<file path="config.mk">
export PLATFORM = sky130hd
export DESIGN_NAME = ctrl_pipeline_flat
export DESIGN_NICKNAME = d
export VERILOG_FILES = /design/src/rtl/ctrl_pkg.sv /design/src/rtl/ctrl_pipeline_if.sv /design/src/rtl/md_seq.sv /design/src/rtl/ctrl_pipeline.sv /design/src/flat_wrapper.sv
export SDC_FILE = /design/constraint.sdc
export NUM_CORES = 1
export LEC_CHECK = 0
export CAP_MARGIN = 0
export CORE_AREA = 8 8 77 79
export CTS_CLUSTER_DIAMETER = 150
export DETAILED_ROUTE_END_ITERATION = 10
export DIE_AREA = 0 0 85 87
export GPL_ROUTABILITY_DRIVEN = 1
export HOLD_SLACK_MARGIN = 0.05
export PLACE_DENSITY = 0.79
export SLEW_MARGIN = 20
export SYNTH_ARGS = -nofsm -noshare
export SYNTH_HDL_FRONTEND = slang
export SYNTH_SLANG_ARGS = --single-unit
</file>
<file path="constraint.sdc">
create_clock -name clk -period 1.86 [get_ports clk]
set_input_delay 0.372 -clock clk [delete_from_list [all_inputs] [get_ports clk]]
set_output_delay 0.372 -clock clk [all_outputs]
set_load 0.02 [all_outputs]
</file>
<file path="src/rtl/ctrl_pkg.sv">
// Shared definitions for the control-word pipeline: stage indices and control-word fields.
// Latency: none; this package holds constants only.
// Backpressure: not applicable.
package ctrl_pkg;

  // Stage indices after Decode
  localparam int STG_E = 0;
  localparam int STG_M = 1;
  localparam int STG_W = 2;

  // Control-word field bit positions (ALUCTRL occupies ALUCTRL_W bits from ALUCTRL upward)
  localparam int MEMTOREG  = 0;
  localparam int MEMWRITE  = 1;
  localparam int REGWRITE  = 2;
  localparam int MULTORDIV = 3;
  localparam int ALUSRC    = 4;
  localparam int REGDST    = 5;
  localparam int ALUCTRL   = 6;
  localparam int ALUCTRL_W = 3;
  localparam int JAL       = 9;
  localparam int LB        = 10;
  localparam int HLWRITE   = 11;
  localparam int MFHL      = 12;

  // Native control-word width and the bubble word (every enable cleared)
  localparam int CTRL_W = 16;
  localparam logic [CTRL_W-1:0] BUBBLE = '0;

endpackage

</file>
<file path="src/rtl/ctrl_pipeline_if.sv">
// Bundle of Decode-side inputs and per-stage control outputs of the control pipeline.
// Latency: none; this interface only groups wires.
// Backpressure: stalls travel as plain level signals (stall_d, flush_e, md_stall).
interface ctrl_pipeline_if #(
  parameter int WIDTH  = 16,
  parameter int STAGES = 3
);
  logic [WIDTH-1:0]        ctrl_d;
  logic                    valid_d;
  logic                    stall_d;
  logic                    flush_e;
  logic [STAGES*WIDTH-1:0] ctrl_q;
  logic [STAGES-1:0]       valid_q;
  logic                    md_stall;
  logic                    md_busy;
  logic                    md_done;

  // Hazard unit / decode side drives the inputs
  modport master (
    output ctrl_d, valid_d, stall_d, flush_e,
    input  ctrl_q, valid_q, md_stall, md_busy, md_done
  );

  // Pipeline side
  modport slave (
    input  ctrl_d, valid_d, stall_d, flush_e,
    output ctrl_q, valid_q, md_stall, md_busy, md_done
  );
endinterface

</file>
<file path="src/rtl/md_seq.sv">
// Mult/div sequencer: counts Execute residency of a mult/div op and requests a front-end stall.
// Latency: outputs are combinational from registered state (counter and Execute stage).
// Backpressure: mdStall holds Execute until the final cycle, where mdDone pulses.
module md_seq #(
  parameter int MD_LATENCY = 8
) (
  input  logic clk,
  input  logic reset,
  input  logic mdE,
  output logic mdStall,
  output logic mdDone
);
  localparam int CNT_W = (MD_LATENCY > 1) ? $clog2(MD_LATENCY) : 1;
  localparam logic [CNT_W-1:0] LAST = CNT_W'(MD_LATENCY - 1);

  logic [CNT_W-1:0] cnt;

  // Stall until the op has spent its last cycle in Execute; done marks that last cycle
  assign mdStall = mdE & (cnt != LAST);
  assign mdDone  = mdE & (cnt == LAST);

  // Count while stalling; any other cycle rearms the counter so the next op starts from zero
  always_ff @(posedge clk or negedge reset) begin
    if (!reset) begin
      cnt <= '0;
    end else if (mdStall) begin
      cnt <= cnt + CNT_W'(1);
    end else begin
      cnt <= '0;
    end
  end
endmodule

</file>
<file path="src/rtl/ctrl_pipeline.sv">
// Control-word pipeline Decode -> Execute -> Memory -> ... with bubbles and mult/div holding.
// Latency: ctrl_d reaches stage k on the (k+1)th rising edge when not stalled.
// Backpressure: md_stall holds Execute and feeds bubbles into Memory; later stages always drain.
module ctrl_pipeline
  import ctrl_pkg::*;
#(
  parameter int WIDTH      = 16,
  parameter int STAGES     = 3,
  parameter int MD_LATENCY = 8,
  parameter int MD_BIT     = MULTORDIV
) (
  input logic         clk,
  input logic         reset,
  ctrl_pipeline_if.slave bus
);
  localparam logic [WIDTH-1:0] BUBBLE_W = WIDTH'(BUBBLE);

  logic [WIDTH-1:0] ctrlStage  [STAGES];
  logic             validStage [STAGES];
  logic             mdE;
  logic             mdStall;
  logic             mdDone;

  // A mult/div op is resident when Execute holds a valid word with the multordiv bit set
  assign mdE = validStage[STG_E] & ctrlStage[STG_E][MD_BIT];

  md_seq #(
    .MD_LATENCY(MD_LATENCY)
  ) uMdSeq (
    .clk     (clk),
    .reset   (reset),
    .mdE     (mdE),
    .mdStall (mdStall),
    .mdDone  (mdDone)
  );

  assign bus.md_stall = mdStall;
  assign bus.md_busy  = mdStall;
  assign bus.md_done  = mdDone;

  for (genvar k = 0; k < STAGES; k++) begin : gStage
    if (k == STG_E) begin : gExec
      // Execute: mult/div hold beats flush/stall, which beat a normal load from Decode
      always_ff @(posedge clk or negedge reset) begin
        if (!reset) begin
          ctrlStage[k]  <= BUBBLE_W;
          validStage[k] <= 1'b0;
        end else if (mdStall) begin
          ctrlStage[k]  <= ctrlStage[k];
          validStage[k] <= validStage[k];
        end else if (bus.flush_e || bus.stall_d) begin
          ctrlStage[k]  <= BUBBLE_W;
          validStage[k] <= 1'b0;
        end else begin
          ctrlStage[k]  <= bus.ctrl_d;
          validStage[k] <= bus.valid_d;
        end
      end
    end else if (k == STG_M) begin : gMem
      // Memory: take a bubble while Execute is held, otherwise advance from Execute
      always_ff @(posedge clk or negedge reset) begin
        if (!reset) begin
          ctrlStage[k]  <= BUBBLE_W;
          validStage[k] <= 1'b0;
        end else if (mdStall) begin
          ctrlStage[k]  <= BUBBLE_W;
          validStage[k] <= 1'b0;
        end else begin
          ctrlStage[k]  <= ctrlStage[k-1];
          validStage[k] <= validStage[k-1];
        end
      end
    end else begin : gLate
      // Writeback and beyond: unconditional shift so older ops drain during mult/div
      always_ff @(posedge clk or negedge reset) begin
        if (!reset) begin
          ctrlStage[k]  <= BUBBLE_W;
          validStage[k] <= 1'b0;
        end else begin
          ctrlStage[k]  <= ctrlStage[k-1];
          validStage[k] <= validStage[k-1];
        end
      end
    end

    assign bus.ctrl_q[k*WIDTH +: WIDTH] = ctrlStage[k];
    assign bus.valid_q[k]               = validStage[k];
  end
endmodule

</file>
<file path="src/flat_wrapper.sv">
// flat-port wrapper written by rule: the top's interface ports become plain ports
module ctrl_pipeline_flat import ctrl_pkg::*;
#(
  parameter int WIDTH      = 16,
  parameter int STAGES     = 3,
  parameter int MD_LATENCY = 8,
  parameter int MD_BIT     = MULTORDIV
)
  (clk, reset, bus_ctrl_d, bus_valid_d, bus_stall_d, bus_flush_e, bus_ctrl_q, bus_valid_q, bus_md_stall, bus_md_busy, bus_md_done);
  ctrl_pipeline_if #(.WIDTH(WIDTH), .STAGES(STAGES)) bus_i ();
  input logic clk;
  input logic reset;
  input wire logic [$bits(bus_i.ctrl_d)-1:0] bus_ctrl_d;
  input wire logic [$bits(bus_i.valid_d)-1:0] bus_valid_d;
  input wire logic [$bits(bus_i.stall_d)-1:0] bus_stall_d;
  input wire logic [$bits(bus_i.flush_e)-1:0] bus_flush_e;
  output wire logic [$bits(bus_i.ctrl_q)-1:0] bus_ctrl_q;
  output wire logic [$bits(bus_i.valid_q)-1:0] bus_valid_q;
  output wire logic [$bits(bus_i.md_stall)-1:0] bus_md_stall;
  output wire logic [$bits(bus_i.md_busy)-1:0] bus_md_busy;
  output wire logic [$bits(bus_i.md_done)-1:0] bus_md_done;
  assign bus_i.ctrl_d = bus_ctrl_d;
  assign bus_i.valid_d = bus_valid_d;
  assign bus_i.stall_d = bus_stall_d;
  assign bus_i.flush_e = bus_flush_e;
  assign bus_ctrl_q = bus_i.ctrl_q;
  assign bus_valid_q = bus_i.valid_q;
  assign bus_md_stall = bus_i.md_stall;
  assign bus_md_busy = bus_i.md_busy;
  assign bus_md_done = bus_i.md_done;
  ctrl_pipeline #(.WIDTH(WIDTH), .STAGES(STAGES), .MD_LATENCY(MD_LATENCY), .MD_BIT(MD_BIT)) u_core (.clk(clk), .reset(reset), .bus(bus_i));
endmodule
</file>
# Word level (Yosys, flattened, before mapping)
# Cells that the tools add are included.
# op_classes
n_addsub,1
eq_ne,2
mux,5
bitwise,3
reduce_logical,1
# ops
cell,n
$mux 16,2
$add 3x1->3 const B,1
$and 1x1->1,3
$eq 3x3->1 const B,1
$mux 3,1
$ne 3x3->1 const B,1
$mux 1,2
$logic_or 1x1->1,1
# totals
regBits,54
in_bits,21
out_inout_bits,54
word_cells,19

# Depth between registers and ports, before layout
# Gate-level depths: netlist of the first run.
# logic_depth
word_depth,3
ltp_mapped,6
depth_no_buf,5

# Cells and area by module
# A second synthesis of the first run with hierarchy kept.
# hier_totals
hier_cells,121
area_unflattened_um2,1859.3
# modules_own_cells
mod,instances,cells_each,area_each_um2,seq_area_each_um2
ctrl_pipeline,1,111,1715.4,1276.2
md_seq,1,10,143.9,75.1

# Worst setup path before layout of the first run
# Ideal clock, no wire load.
# synth_timing
kind,reg2out
from,register u_core.uMdSeq.cnt[0]
to,output port bus_md_stall
arrival_time_ns,1.469
t_required_ns,1.488
path_slack_ns,0.019
path_stages_with_launch,7
path_buffers,2
path_cell_list,dfrtp_1 ha_1 ha_1 nand3b_4 buf_6 inv_1 buf_4
# synth_via
elab_chain_cells,2
# synth_rtl
element,line_no,rtl
start: declaration,md_seq.sv:16,logic [CNT_W-1:0] cnt;
start signal: assignment,md_seq.sv:27,cnt <= cnt + CNT_W'(1);
$ne 3x3->1,md_seq.sv:19,assign mdStall = mdE & (cnt != LAST);
$and 1x1->1,md_seq.sv:19,
end: declaration,flat_wrapper.sv:19,output wire logic [$bits(bus_i.md_stall)-1:0] bus_md_stall;
# No other way between the ends.

# Worst setup path after layout of the first run
# layout_timing
from,register u_core.uMdSeq.cnt[0]
to,output port bus_md_busy
# layout_via
elab_chain_cells,2
# layout_rtl
element,line_no,rtl
$ne 3x3->1,md_seq.sv:19,
$and 1x1->1,md_seq.sv:19,
end: declaration,flat_wrapper.sv:20,output wire logic [$bits(bus_i.md_busy)-1:0] bus_md_busy;
# No other way between the ends.

==> reports/results.ini, run 1 <==
[run_status]
status = completed

[critical_path]
cp_cell_sequence = ha_1 -> ha_1 -> nand3b_4 -> inv_2 -> buf_4
rrSetupSlack_ns = 0.23
critPathMaxStageDelay_ns = 0.39
critPathTopFamily = flip-flops
path_class = reg -> out
reg2regPathDepth = 5
cp-start-kind = flop
r2r_start = u_core.uMdSeq.cnt[0]
cpMaxStageDelayCell = dfrtp_1
worst-path-max-fanout = 3
r2r-end = u_core.bus.ctrl_q[12]
endpoint_kind = primary output
path_common_cell = ha_1
required_ns = 1.49
arrival_ns = 1.43
path_buf_inv = 2

[cells_and_area]
drive_above_1_share_pct = 18.0
final_common_cell = clkdlybuf4s50_1
final_cell_mix = 70 x clkdlybuf4s50_1, 54 x dfrtp_1, 18 x and2_1
area_growth_pct = 45.4
fin_cells = 256
diodes = 0
nets = 223

[global_route]
grt_antenna_before_repair = 0
grt_pass1_wl_mm = 6.18
first_global_vias = 1194
grt-ovfl-total = 0
grt_usage_pct = 10.7
grt_max_degree = 34

[synth]
ys_types = 16
synth.avg_cell_area_sq_um = 16.2
synth_cells = 120
synth_edf_count = 0
synthesis.nets = 143
ys_warn_count = 0
seq_area_frac_synth_pct = 69.7
async_reset_ff_share_pct = 100
ys_ff_latch = 54
synthFlopType = dfrtp_1
synth_area_sq_um = 1940

[clocking]
postCtsSetupRepairBufs = 0
cts_num_sinks = 54
cts.htree.levels = 2
clockBufferDepth = 2
root_buffer = clkbuf_8
clkTransAtPathRegs_ns = 0.09
clock_latency_ns = 0.30
numCtsBuffers = 5
tritoncts = done

[sta]
slew_headroom_pct = 75.0
finalSetupViolCount = 0
clock_skew_ns = 0.00558
finalCritPeriodShare_pct = 96.8
worst_slew_pin_slew_ns = 0.375
rsz0062_at_grt = yes
max_freq_mhz = 556
worst_slack_ns = 0.0600
hold_viol = 0
period_minus_slack_ns = 1.80
slew_viol_final = 0

[drt]
drt-total-wl_mm = 3.92
antenna_left = 0
firstDrtPassIters = 3
drc_errors = 0
vias_per_cell = 4.57
drt-initial-drc-count = 25
drt-wirelength-per-cell_microns = 15.3
via_count = 1170

[die]
io_pins = 75
dieArea_sq_um = 7400
fp.coreArea_sq_um = 4850
std_cell_rows = 26
die_w_microns = 85
start_util_pct = 40.0
die_h_microns = 87

[placed_design]
dp_slack_ns = -0.130
dpl.cell_count = 248
detailed_place_hpwl_mm = 3.04
io_buffer_count = 74
place.gp.congestion = 0.680

[worst_hold_path]
min_to = u_core.bus.ctrl_q[37]
whs_path_depth = 0
hold_start = u_core.bus.ctrl_q[21]
hp-class = reg -> reg

[job]
drv_cap = 0

[power_and_ir_drop]
p_leak_uw = 0.00137
power_per_cell_area_nw_per_um2 = 762
ir_worst_vdd_mv = 0.376
power.total_uw = 2150

-- worst register-to-register path, stage by stage (launching register included) --
cell	delay, ns
dfrtp_1	0.39
ha_1	0.20
ha_1	0.18
nand3b_4	0.16
buf_4	0.26
mux2_4	0.34
-- power by group --
group	internal (uW)	switching, uW	leakage [uW]
Combinational	160	136	0.000608
Clock	257	351	0.0000362
Sequential	1220	26.2	0.000728
-- final cells by class --
type / instances / area, sq um
clock inverters: 2 / 15.0
multi-input cells: 57 / 518
well taps: 56 / 70.1
flip-flops and latches: 54 / 1350
repair buffers: 81 / 793
clock buffers: 5 / 68.8
fillers: 383 / 2030
inverters: 1 / 3.75
-- metal layers --
metal / up-vias / track usage, % / wire [microns]
met5: - / 0 / 0
met4: 0 / 5.34 / 72
met3: 5 / 2.55 / 220
met2: 39 / 18.5 / 2010
met1: 574 / 12.2 / 1610
li1: 552 / - / -
-- per-stage QoR --
stage                     setup TNS, ns  util, %  hold slack (ns)  area (sq um)
after floorplan                       0        -           0.0764          1940
after global placement           -0.210     56.5            0.284          2740
after detailed placement         -0.268     56.5            0.287          2740
after CTS                       -0.0370     58.1            0.380          2820
after global routing            -0.0238     58.2            0.389          2820
final                                 0     58.2            0.376          2820
-- state kept, by name, summed over array words and instances (netlist names) --
signal              cells
u_core.bus.ctrl_q      48
u_core.bus.valid_q      3
u_core.uMdSeq.cnt       3
-- worst max-delay path by stage --
stage	slack, ns	start	end	cells past startpoint
4_1_cts	-0.02	u_core.uMdSeq.cnt[0]	bus_md_busy	5
3_3_place_gp	-0.10	u_core.uMdSeq.cnt[0]	bus_md_stall	5
2_1_floorplan	0.02	u_core.uMdSeq.cnt[0]	bus_md_stall	6
3_5_place_dp	-0.13	u_core.uMdSeq.cnt[0]	bus_md_busy	5
5_1_grt	-0.01	u_core.uMdSeq.cnt[0]	bus_md_stall	5
6_report	0.06	u_core.uMdSeq.cnt[0]	bus_md_busy	5
-- logic make-up after synthesis --
kind of cell               share of synthesized area [%]
DFF                                                 69.7
and+or+nand+nor                                     13.8
muxes                                               10.8
buffers and inverters                               3.61
AOI/OAI and AO/OA                                  0.774
adders and majority gates                           1.29
-- synth_stat cells (2+ instances only) --
master    instances  area share, %
a21o_1            2           0.77
and2_1           18            5.8
buf_6             4            2.3
clkbuf_2          2           0.52
dfrtp_1          54             70
ha_1              2            1.3
mux2_2            4            2.3
mux2_4           11            8.5
nor2_1            2           0.39
nor3b_1          15            5.8
-- timing repair --
action,CTS,global route
hold buffers,1,0
resized for setup,12,3
setup endpoints to repair,3,2
endpoints found under the hold margin,12,0
Note: power is estimated with default switching activity, not from simulation.
==> run 2, diff against run 1 <==
--- a/config.mk
+++ b/config.mk
@@ -10,7 +10,7 @@
 export CTS_CLUSTER_DIAMETER = 150
 export DETAILED_ROUTE_END_ITERATION = 10
 export DIE_AREA = 0 0 85 87
-export GPL_ROUTABILITY_DRIVEN = 1
+export GPL_ROUTABILITY_DRIVEN = 0
 export HOLD_SLACK_MARGIN = 0.05
 export PLACE_DENSITY = 0.79
 export SLEW_MARGIN = 20
==> results of run 2 <==
The final DEF is identical to that of run 1; final timing and power are the same.
